## config.mk

```make
export PLATFORM = sky130hd
export DESIGN_NAME = div_seq_flat
export DESIGN_NICKNAME = d
export VERILOG_FILES = /design/src/rtl/div_seq_if.sv /design/src/rtl/div_seq.sv /design/src/flat_wrapper.sv
export SDC_FILE = /design/constraint.sdc
export NUM_CORES = 1
export LEC_CHECK = 0
export BUFFER_PORTS_ARGS = -buffer_cell sky130_fd_sc_hd__buf_2
export CAP_MARGIN = 15
export CORE_ASPECT_RATIO = 1.75
export CORE_MARGIN = 2
export CORE_UTILIZATION = 50
export CTS_CLUSTER_DIAMETER = 30
export DETAILED_ROUTE_END_ITERATION = 16
export MAX_ROUTING_LAYER = met4
export PLACE_DENSITY = 0.7
export RECOVER_POWER = 50
export SLEW_MARGIN = 20
export SYNTH_ARGS = -nofsm -noshare
export SYNTH_HDL_FRONTEND = slang
export SYNTH_SLANG_ARGS = --single-unit
export TNS_END_PERCENT = 50
```

## constraint.sdc

```tcl
create_clock -name clk_i -period 14.63 [get_ports clk_i]
set_input_delay 2.926 -clock clk_i [delete_from_list [all_inputs] [get_ports clk_i]]
set_output_delay 2.926 -clock clk_i [all_outputs]
set_load 0.02 [all_outputs]
```

## src/rtl/div_seq_if.sv

```systemverilog
// Request/response bundle between the EX stage and the iterative divider.
// The EX stage is the master: it drives the request and the kill, and reads
// back the stall, the completion pulse and the result.
interface div_seq_if #(
  parameter int XLEN = 32
);
  logic            start;
  logic [2:0]      funct3;
  logic [XLEN-1:0] a;
  logic [XLEN-1:0] b;
  logic            flush;
  logic            busy;
  logic            done;
  logic [XLEN-1:0] result;

  modport master (
    output start, funct3, a, b, flush,
    input  busy, done, result
  );

  modport slave (
    input  start, funct3, a, b, flush,
    output busy, done, result
  );
endinterface

```

## src/rtl/div_seq.sv

```systemverilog
// Iterative radix-2 restoring divider for DIV/DIVU/REM/REMU.
// One quotient bit per cycle over XLEN cycles. Divide-by-zero and signed
// overflow finish at accept time and skip the loop. busy/done/result all
// come straight from flops.
module div_seq #(
  parameter int XLEN = 32
) (
  input  logic      clk_i,
  input  logic      rst_i,
  div_seq_if.slave  bus
);

  localparam int CW = $clog2(XLEN + 1);
  localparam logic [XLEN-1:0] MIN_NEG = {1'b1, {(XLEN-1){1'b0}}};

  typedef enum logic [1:0] {
    S_IDLE = 2'd0,
    S_CALC = 2'd1,
    S_DONE = 2'd2
  } state_e;

  state_e          state_q, state_d;
  logic [XLEN-1:0] rem_q, rem_d;      // partial remainder
  logic [XLEN-1:0] quo_q, quo_d;      // dividend shifting out / quotient shifting in
  logic [XLEN-1:0] dvs_q, dvs_d;      // divisor magnitude
  logic [XLEN-1:0] res_q, res_d;      // presented result, held between dones
  logic [CW-1:0]   cnt_q, cnt_d;      // remaining iterations
  logic            want_rem_q, want_rem_d;
  logic            qneg_q, qneg_d;    // quotient must be negated at the end
  logic            rneg_q, rneg_d;    // remainder must be negated at the end

  // Request decode, evaluated every cycle against the live inputs.
  logic            sgn_in;
  logic            accept;
  logic            div_zero;
  logic            ovf;
  logic [XLEN-1:0] a_abs;
  logic [XLEN-1:0] b_abs;
  logic [XLEN-1:0] special_res;

  assign sgn_in   = ~bus.funct3[0];
  // A start while iterating is dropped rather than queued; flush kills it too.
  assign accept   = bus.start & bus.funct3[2] & ~bus.flush & (state_q != S_CALC);
  assign div_zero = (bus.b == '0);
  assign ovf      = sgn_in & (bus.a == MIN_NEG) & (bus.b == '1);
  assign a_abs    = (sgn_in & bus.a[XLEN-1]) ? -bus.a : bus.a;
  assign b_abs    = (sgn_in & bus.b[XLEN-1]) ? -bus.b : bus.b;

  // Divide-by-zero follows the RISC-V rules (q = -1, r = a, raw and unsigned-
  // agnostic); overflow returns the most negative value with a zero remainder.
  assign special_res = div_zero ? (bus.funct3[1] ? bus.a : '1)
                                : (bus.funct3[1] ? '0    : MIN_NEG);

  // One restoring step. The shifted remainder can need XLEN+1 bits when the
  // divisor sits in the top half of the range, so the trial subtract is one bit
  // wider and its top bit doubles as the borrow.
  logic [XLEN:0]   shl;
  logic [XLEN:0]   diff;
  logic            take;
  logic [XLEN-1:0] rem_n;
  logic [XLEN-1:0] quo_n;
  logic [XLEN-1:0] fin_res;

  assign shl     = {rem_q, quo_q[XLEN-1]};
  assign diff    = shl - {1'b0, dvs_q};
  assign take    = ~diff[XLEN];
  assign rem_n   = take ? diff[XLEN-1:0] : shl[XLEN-1:0];
  assign quo_n   = {quo_q[XLEN-2:0], take};
  assign fin_res = want_rem_q ? (rneg_q ? -rem_n : rem_n)
                              : (qneg_q ? -quo_n : quo_n);

  // Next-state and datapath update; everything holds unless a case moves it.
  always_comb begin
    state_d    = state_q;
    rem_d      = rem_q;
    quo_d      = quo_q;
    dvs_d      = dvs_q;
    res_d      = res_q;
    cnt_d      = cnt_q;
    want_rem_d = want_rem_q;
    qneg_d     = qneg_q;
    rneg_d     = rneg_q;

    if (bus.flush) begin
      // Killed op leaves result untouched and never pulses done.
      state_d = S_IDLE;
    end else begin
      unique case (state_q)
        S_IDLE, S_DONE: begin
          state_d = S_IDLE;
          if (accept) begin
            want_rem_d = bus.funct3[1];
            qneg_d     = sgn_in & (bus.a[XLEN-1] ^ bus.b[XLEN-1]);
            rneg_d     = sgn_in & bus.a[XLEN-1];
            rem_d      = '0;
            quo_d      = a_abs;
            dvs_d      = b_abs;
            cnt_d      = CW'(XLEN);
            if (div_zero | ovf) begin
              state_d = S_DONE;
              res_d   = special_res;
            end else begin
              state_d = S_CALC;
            end
          end
        end
        S_CALC: begin
          rem_d = rem_n;
          quo_d = quo_n;
          cnt_d = cnt_q - CW'(1);
          if (cnt_q == CW'(1)) begin
            state_d = S_DONE;
            res_d   = fin_res;
          end
        end
        default: state_d = S_IDLE;
      endcase
    end
  end

  // State and datapath registers; reset clears everything at once, even mid-op.
  always_ff @(posedge clk_i or posedge rst_i) begin
    if (rst_i) begin
      state_q    <= S_IDLE;
      rem_q      <= '0;
      quo_q      <= '0;
      dvs_q      <= '0;
      res_q      <= '0;
      cnt_q      <= '0;
      want_rem_q <= 1'b0;
      qneg_q     <= 1'b0;
      rneg_q     <= 1'b0;
    end else begin
      state_q    <= state_d;
      rem_q      <= rem_d;
      quo_q      <= quo_d;
      dvs_q      <= dvs_d;
      res_q      <= res_d;
      cnt_q      <= cnt_d;
      want_rem_q <= want_rem_d;
      qneg_q     <= qneg_d;
      rneg_q     <= rneg_d;
    end
  end

  // Outputs decode directly from flops, so no input reaches them combinationally.
  assign bus.busy   = (state_q == S_CALC);
  assign bus.done   = (state_q == S_DONE);
  assign bus.result = res_q;

  // Stall and completion are mutually exclusive by construction.
  a_busy_done_excl: assert property (@(posedge clk_i) disable iff (rst_i)
    !(bus.busy && bus.done));

endmodule

```

## src/flat_wrapper.sv

```systemverilog
// flat-port wrapper written by rule: the top's interface ports become plain ports
module div_seq_flat 
#(
  parameter int XLEN = 32
)
  (clk_i, rst_i, bus_start, bus_funct3, bus_a, bus_b, bus_flush, bus_busy, bus_done, bus_result);
  div_seq_if #(.XLEN(XLEN)) bus_i ();
  input  logic clk_i;
  input  logic rst_i;
  input wire logic [$bits(bus_i.start)-1:0] bus_start;
  input wire logic [$bits(bus_i.funct3)-1:0] bus_funct3;
  input wire logic [$bits(bus_i.a)-1:0] bus_a;
  input wire logic [$bits(bus_i.b)-1:0] bus_b;
  input wire logic [$bits(bus_i.flush)-1:0] bus_flush;
  output wire logic [$bits(bus_i.busy)-1:0] bus_busy;
  output wire logic [$bits(bus_i.done)-1:0] bus_done;
  output wire logic [$bits(bus_i.result)-1:0] bus_result;
  assign bus_i.start = bus_start;
  assign bus_i.funct3 = bus_funct3;
  assign bus_i.a = bus_a;
  assign bus_i.b = bus_b;
  assign bus_i.flush = bus_flush;
  assign bus_busy = bus_i.busy;
  assign bus_done = bus_i.done;
  assign bus_result = bus_i.result;
  div_seq #(.XLEN(XLEN)) u_core (.clk_i(clk_i), .rst_i(rst_i), .bus(bus_i));
endmodule
```

* Word level (Yosys, flattened, before mapping)
Index checks and enable logic that the tools add are counted.
** Operators by class
- Add/subtract/negate cells :: 6
- Multiply operators :: 0
- Div/mod/pow operators :: 0
- Magnitude comparators :: 0
- Eq/ne operators :: 10
- Shift operators :: 0
- Mux-type cells :: 24
- Bitwise logic cells :: 13
- Reductions and logical operators :: 7
** Operators with widths (count)
- $mux W32 :: 14
- $pmux W32 S2 :: 3
- $neg A32 Y32 :: 4
- $eq A32 B32 Y1 const B :: 2
- $sub A33 B32 Y33 :: 1
- $logic_not A32 Y1 :: 1
- $pmux W6 S2 :: 1
- $and A1 B1 Y1 :: 8
- $mux W2 :: 4
- $ne A2 B1 Y1 const B :: 4
- $eq A6 B1 Y1 const B :: 1
- $mux W6 :: 1
- $reduce_and A3 Y1 :: 2
- $sub A6 B1 Y6 const B :: 1
- $reduce_and A5 Y1 :: 1
- $pmux W2 S2 :: 1
- $ne A3 B2 Y1 const B :: 1
- $not A1 Y1 :: 3
- $eq A2 B1 Y1 const B :: 1
- $eq A2 B2 Y1 const B :: 1
- $logic_not A2 Y1 :: 1
- $reduce_bool A2 Y1 :: 1
- $reduce_or A2 Y1 :: 1
- $or A1 B1 Y1 :: 1
- $xor A1 B1 Y1 :: 1
** Storage, ports and cells
- Flip-flop bits (word level) :: 139
- Latch bits :: 0
- RAM bits :: 0
- ROM bits :: 0
- Bits of input ports :: 71
- Output and inout port bits :: 34
- Word-level logic and storage cells :: 69
- Memories kept :: 0

* Longest topological paths before layout
Gate-level depths: netlist of the first run.
- Word-level depth :: 8
- Gate-level depth with buffers :: 24
- Depth with buffers taken out :: 21

* Worst setup path after synthesis of the first run
Ideal clock, no wire load.
- Path kind :: input to register
- Start point :: input port bus_b[10]
- End point :: register u_core.res_q[29] (netlist: u_core.bus.result[29])
- Library setup time :: 0.126 ns
- Data arrival time :: 5.626 ns
- Data required time :: 14.504 ns
- Setup slack :: 8.878 ns
- Stages :: 11
- Buffers on the path :: 1
- Path through :: or4_1 nor4_2 nand3b_2 or4_4 or3_4 o211ai_2 nand2_1 buf_2 a221oi_1 o31a_1 o21ai_1
** Between the ends
- Longest elaborated chain between the ends :: 5
- Elaborated cells between the ends (all ways) :: 10
- Classes of those cells :: eq/ne: 2; mux: 4; bitwise: 2; reduce/logical: 2
** RTL lines
- start: declaration :: line flat_wrapper.sv:13 : input wire logic [$bits(bus_i.b)-1:0] bus_b;
- $eq A32 B32 Y1 or $logic_not A32 Y1 (tied branches) :: line div_seq.sv:45, div_seq.sv:44
- $and A1 B1 Y1 or $mux W32 (tied branches) :: line div_seq.sv:45, div_seq.sv:51
- $or A1 B1 Y1 or $mux W32 (tied branches) :: line div_seq.sv:99 : if (div_zero | ovf) begin
- $ne A2 B1 Y1 (no source line) or $mux W32 (tied branches)
- $reduce_and A5 Y1 (no source line) or $pmux W32 S2 (tied branches)
- end signal: assignment :: line div_seq.sv:138 : res_q <= res_d;
- end: declaration :: line div_seq.sv:26 : logic [XLEN-1:0] res_q, res_d;
Parallel ways exist; a longest one is shown, timed or not. The select of a mux whose other input is x is not followed.
A chain may end at the register's enable or synchronous reset.

==> flow_metrics.tcl, run 1 <==
set metrics [dict create \
    critPathMaxStageDelay_ns 2.25 \
    n_fill_cell 2377 \
    ys_ff_latch 139 \
    worstRegToRegCells 20 \
    avgViaCountPerCell 6.21 \
    outcome "complete, but fails checks" \
    relSlewSlack_pct -154 \
    multiInputGateArea_mm2 0.00804 \
    pin_count 105 \
    required_ns 14.52 \
    seqPwrFrac_pct 19.5 \
    synth_edf_count 0 \
    io_buffers 104 \
    rows 75 \
    finalMaxSlewViolations 242 \
    synthDistinctLibCells 108 \
    routed_wl_mm 40.0 \
    firstDrtPassIters 5 \
    min_delay_path_depth 2 \
    seqCellArea_mm2 0.00348 \
    layout-drive-gt1-share_pct 11.9 \
    cts_setup_buffers 0 \
    cts-hold-fix-buffers 0 \
    start_kind "input port" \
    yosysTopAreaCellShare_pct 28.5 \
    wl_per_cell_um 20.9 \
    p_comb_share_pct 65.8 \
    grt_overflow 0 \
    cp_slowest_cell "clkbuf_1" \
    violations "max-capacitance violations, max-slew violations" \
    p_sw_share_pct 52.1 \
    remaining_drc_errors 0 \
    synth_warnings 0 \
    start_util_pct 50.8 \
    peakVddDrop_mv 0.140 \
    r2r_start "u_core.dvs_q[0]$_DFFE_PP0P_" \
    clock_skew_ns 0.0106 \
    finalHoldViolCount 0 \
    finalPower_mw 3.48 \
    crit_path_end_kind "async pin" \
    fin_crit_sh_pct 51.9 \
    die_y_um 211 \
    internal-power_mw 1.67 \
    final_nets 1703 \
    synth_most_common_cell "nand2_1" \
    postSynthAreaPerCell_um2 7.92 \
    die_w_um 122 \
    grt_use_total_pct 33.1 \
    antenna_found_initial 0 \
    cts_tree "yes" \
    setup_viol 0 \
    hp-start "u_core.dvs_q[21]$_DFFE_PP0P_" \
    rsz0062_at_grt "false" \
    cts_root_buffer "clkbuf_16" \
    async_reset_ff_share_pct 100 \
    clkTransAtPathRegs_ns 0.06 \
    clk_latency_ns 0.45 \
    drtIter0Drc 796 \
    vias 11900 \
    synth_top_area_cell "dfrtp_1" \
    worstMarginPinSlew_ns 3.79 \
    yosysSeqAreaShare_pct 28.5 \
    hpwl_mm 30.9 \
    synthTopCellsByCount "190 x nand2_1, 172 x o21ai_0, 139 x dfrtp_1" \
    p_sw_mw 1.81 \
    post_cts_resized 0 \
    grt_pass1_wl_mm 63.5 \
    power_density_mw_per_mm2 259 \
    cp.arrival_ns 7.48 \
    grt_pass1_vias 11600 \
    setup_tns_ns 0 \
    synth.net_count 1653 \
    leakagePower_nw 5.53 \
    grt_max_degree 98 \
    syn_area_mm2 0.0122 \
    max_freq_ghz 0.132 \
    syn-instance-count 1542 \
    min_period_ns 7.59 \
    path_cells "buf_2, clkinvlp_2, clkbuf_1" \
    rr_endpoint "u_core.bus.result[30]$_DFFE_PP0P_" \
    antennaDiodeCount 0 \
    place_congestion 1.01 \
    path_max_fanout 83 \
    hold_class "register to register" \
    synthTopCellsByArea "dfrtp_1 28%, o21ai_0 7.1%, nand2_1 5.8%" \
    whs_ns 0.479 \
    die_area_mm2 0.0257 \
    h-tree-depth 4 \
    synthToLayoutAreaGrowth_pct 9.92 \
    hold_end "u_core.dvs_q[21]$_DFFE_PP0P_" \
    antenna_left 0 \
    p_clk_share_pct 14.7 \
    coreArea_mm2 0.0240 \
    synthFlopType "dfrtp_1" \
    clk_path_buf_depth 2 \
    clock-sinks 139 \
    maxCapViolCount 4 \
    numCtsBuffers 17 \
    r2r_setup_slack_ns 8.48 \
    crit_type "input port to async pin" \
]
==> final cells by class <==
type	count	area share [%]
multi-input combinational	1249	59.9
sequential	139	25.9
timing repair buffer	117	4.27
clock buffer	18	3.27
tap	308	2.87
inverter	68	1.95
clock inverter	14	1.81
==> state kept, by name, summed over array words and instances, names as in the netlist <==
register and count:
u_core.rem_q 32, u_core.qneg_q 1, u_core.want_rem_q 1, u_core.state_q 2
u_core.bus.result 32, u_core.cnt_q 6, u_core.quo_q 32, u_core.dvs_q 32
u_core.rneg_q 1
==> cell families (layout without fill, tap and decap cells) <==
group / count (synthesis) / count (layout) / synth area share (%)
multiplexers: 41 / 41 / 3.52
flip-flops: 139 / 139 / 28.5
AND/OR/NAND/NOR: 532 / 532 / 21.4
adder cells (fa/ha/maj): 40 / 40 / 4.16
buffers and inverters: 154 / 217 / 5.83
AO/OA/AOI/OAI: 506 / 506 / 27.2
XOR/XNOR: 130 / 130 / 9.39
==> worst max path at each step <==
stage / from / endpoint / slack (ns)
3_3_place_gp: bus_b[4] / u_core.bus.result[28]$_DFFE_PP0P_ / 8.17
3_5_place_dp: bus_b[10] / u_core.bus.result[28]$_DFFE_PP0P_ / 8.11
2_1_floorplan: rst_i / u_core.bus.result[0]$_DFFE_PP0P_ / 7.98
5_1_grt: rst_i / u_core.quo_q[6]$_DFFE_PP0P_ / 5.94
4_1_cts: bus_b[10] / u_core.bus.result[28]$_DFFE_PP0P_ / 8.57
6_report: rst_i / u_core.quo_q[6]$_DFFE_PP0P_ / 7.04
==> power by group through the flow <==
stage / clock (mW) / sequential (mW) / combinational (mW)
5_1_grt: 0.529 / 0.689 / 2.50
3_3_place_gp: 0 / 0.674 / 2.22
4_1_cts: 0.515 / 0.669 / 2.27
6_report: 0.510 / 0.678 / 2.29
2_1_floorplan: 0 / 0.640 / 1.74
3_5_place_dp: 0 / 0.674 / 2.25
==> critical path: cells and delay by family <==
| kind | cells | cell delay, ns |
|---|---|---|
| buffers and inverters | 3 | 4.45 |
==> through the flow <==
stage	setup slack, ns	cells	util (%)	cell area, um2
global route	5.94	1913	55.9	13400
finish	7.04	1913	55.9	13400
detailed placement	8.11	1881	53.2	12800
global placement	8.17	1881	53.2	12800
floorplan	7.98	1542	-	12200
CTS	8.57	1913	56.1	13500
==> cell usage in the layout, fill, tap and decap left out, types with 6 or more instances in the layout <==
cell       synthesis  final
clkbuf_1          52     34
a21o_1             9      9
nand4_1           21     21
a221oi_1           6      6
nand2b_1          16     16
a211o_1            7      7
nand2_1          190    190
o31ai_1           33     33
o21ai_1           15     15
or2_2             12     11
inv_1             66     64
a21oi_1          121    121
o211ai_1          17     17
bufinv_16          0      6
mux2_2             8      8
nand3_1           24     24
buf_4              1     12
xnor2_1           62     62
clkbuf_16          0     17
nor4_1            11     11
or4_1             14     14
nand3b_1           6      6
ha_1              39     39
or3_1             25     25
o21ai_0          172    172
buf_2             16     71
o41ai_1           20     20
dfrtp_1          139    139
nor2_1           130    129
a211oi_1          15     15
a31oi_1           14     14
nor2b_1            8      7
and2_1             7      7
mux2i_1           30     30
xor2_1            67     67
nor3_1            29     29
==> routing by layer <==
layer	vias to the layer above	GRT usage [%]	share of wire (%)	routed length, um
li1	5670	-	-	-
met1	5680	34.5	36	14500
met2	390	56.3	51	20500
met3	135	4.29	3.6	1440
met4	0	24.7	8.9	3570
met5	-	-	0	0
Power figures use the tool's default switching activity.
==> inputs of run 2 (changes only) <==
Clock period 14.63 ns to 7.3 ns, I/O delays scaled along.
==> run 2 against run 1 <==
Effect of this change: via count grew 0.69%; power grew 99%; wire length grew 2.2%; first-iteration DRC count grew 9.7%; critical path type is now register to register; register-to-register slack lost 6.3 ns; the flow still finishes with violations (max-capacitance violations, max-slew violations); utilization shrank 0.24 points; clock power grew 82%; sequential share of layout area grew 0.11 points; count of clock-buffer cells in the layout shrank 1; highest routed layer unchanged; flip-flop and latch count is the same; cell area shrank 0.43%; setup slack lost 4.9 ns.
==> flow_metrics.tcl, run 2 (same netlist as run 1, synthesis figures left out) <==
set metrics [dict create \
    firstDrtPassIters 5 \
    whs_ns 0.482 \
    setup_viol 0 \
    rows 75 \
    pin_count 105 \
    grt_max_degree 99 \
    min_period_ns 5.13 \
    peakVddDrop_mv 0.471 \
    worstRegToRegCells 21 \
    numCtsBuffers 17 \
    outcome "complete, but fails checks" \
    cts_setup_buffers 0 \
    grt_pass1_wl_mm 64.1 \
    wl_per_cell_um 21.4 \
    grt_pass1_vias 11800 \
    fin_util_pct 55.6 \
    finalPower_mw 6.92 \
    cts_tree "yes" \
    die_y_um 211 \
    remaining_drc_errors 0 \
    final_common_cell "nand2_1" \
    grt_overflow 0 \
    cts-hold-fix-buffers 0 \
    rr_endpoint "u_core.bus.result[30]$_DFFE_PP0P_" \
    max_freq_ghz 0.195 \
    setup_tns_ns 0 \
    die_area_mm2 0.0257 \
    setup_ws_ns 2.17 \
    antenna_found_initial 0 \
    post_cts_resized 0 \
    antenna_left 0 \
    rsz0062_at_grt "false" \
    clkTransAtPathRegs_ns 0.06 \
    clk_path_buf_depth 2 \
    cts_root_buffer "clkbuf_16" \
    clk_latency_ns 0.46 \
    cp.arrival_ns 5.43 \
    leakagePower_nw 5.50 \
    io_buffers 104 \
    final_cell_count_no_fill 1915 \
    crit_type "register to register" \
    violations "max-capacitance violations, max-slew violations" \
    place_congestion 0.970 \
    startpoint "u_core.quo_q[31]$_DFFE_PP0P_" \
    preCtsSetupSlack_ns 2.25 \
    required_ns 7.60 \
    coreArea_mm2 0.0240 \
    dpl-instance-area_mm2 0.0128 \
    finalHoldViolCount 0 \
    relSlewSlack_pct -175 \
    most-common-layout-cells "190 x nand2_1, 172 x o21ai_0, 139 x dfrtp_1" \
    finalMaxSlewViolations 189 \
    worstMarginPinSlew_ns 4.10 \
    hpwl_mm 32.1 \
    die_w_um 122 \
    start_kind "register" \
    r2r_setup_slack_ns 2.17 \
    maxCapViolCount 3 \
    synthToLayoutAreaGrowth_pct 9.45 \
    fin_crit_sh_pct 70.2 \
    final_nets 1705 \
    grt_use_total_pct 33.6 \
    final_area_mm2 0.0134 \
    r2r_start "u_core.quo_q[31]$_DFFE_PP0P_" \
    vias 12000 \
    numPlacedInstances 1883 \
    crit_path_end_kind "register" \
    drtIter0Drc 873 \
    hold_class "register to register" \
    clock_skew_ns 0.00895 \
    h-tree-depth 4 \
    start_util_pct 50.8 \
    path_max_fanout 48 \
    power_density_mw_per_mm2 518 \
    antennaDiodeCount 0 \
    clock-sinks 139 \
    avgViaCountPerCell 6.24 \
    routed_wl_mm 40.9 \
    crit_end "u_core.bus.result[30]$_DFFE_PP0P_" \
    layout-drive-gt1-share_pct 11.9 \
]
## run 2: cell count changes in the layout (fill, tap and decap cells not counted), sizes merged
cell,delta
inv,+5
bufinv,-3
clkbuf,+1
clkinv,-1
## run 2: where the power goes
| group | internal, mW | leakage [nW] | total (mW) | switching (mW) |
|---|---|---|---|---|
| sequential | 1.02 | 1.79 | 1.36 | 0.342 |
| combinational | 1.67 | 3.42 | 4.64 | 2.96 |
| clock | 0.543 | 0.292 | 0.926 | 0.382 |
| total | 3.23 | 5.50 | 6.92 | 3.69 |
## run 2: metal layers
layer | routed length [um] | track usage, % | up-vias
li1 | - | - | 5684
met1 | 14500 | 34.5 | 5760
met2 | 21300 | 58.3 | 382
met3 | 1800 | 4.21 | 131
met4 | 3280 | 23.9 | 0
met5 | 0 | - | -
## run 2: how the worst min path moves through the flow
stage | start | endpoint | cells past startpoint
6_report | u_core.dvs_q[24]$_DFFE_PP0P_ | u_core.dvs_q[24]$_DFFE_PP0P_ | 2
5_1_grt | u_core.dvs_q[29]$_DFFE_PP0P_ | u_core.dvs_q[29]$_DFFE_PP0P_ | 2
4_1_cts | u_core.bus.result[6]$_DFFE_PP0P_ | u_core.bus.result[6]$_DFFE_PP0P_ | 2
3_5_place_dp | u_core.dvs_q[24]$_DFFE_PP0P_ | u_core.dvs_q[24]$_DFFE_PP0P_ | 2
3_3_place_gp | u_core.bus.result[6]$_DFFE_PP0P_ | u_core.bus.result[6]$_DFFE_PP0P_ | 2
2_1_floorplan | u_core.dvs_q[10]$_DFFE_PP0P_ | u_core.dvs_q[10]$_DFFE_PP0P_ | 2
## run 2: worst max-delay path: stages (launching register included)
cell,delay (ns)
dfrtp_1,0.40
inv_1,0.08
ha_1,0.20
fa_1,0.40
nand2b_1,0.19
a21o_1,0.23
a21o_1,0.23
o31ai_4,0.31
a21oi_2,0.14
xnor2_4,0.17
inv_6,0.30
nor2_1,0.07
a21oi_1,0.23
ha_1,0.26
nand2_1,0.09
or2_2,0.31
or3_1,0.31
mux2i_1,0.23
nand2_1,0.21
o41ai_2,0.29
xnor2_1,0.17
a31oi_1,0.11
## run 2: area by class of cell
cell class	instances	area, um2
timing repair buffer	119	582
multi-input combinational	1249	8040
clock inverter	15	188
sequential	139	3480
inverter	68	262
tap	308	385
fill	2377	10700
clock buffer	17	425
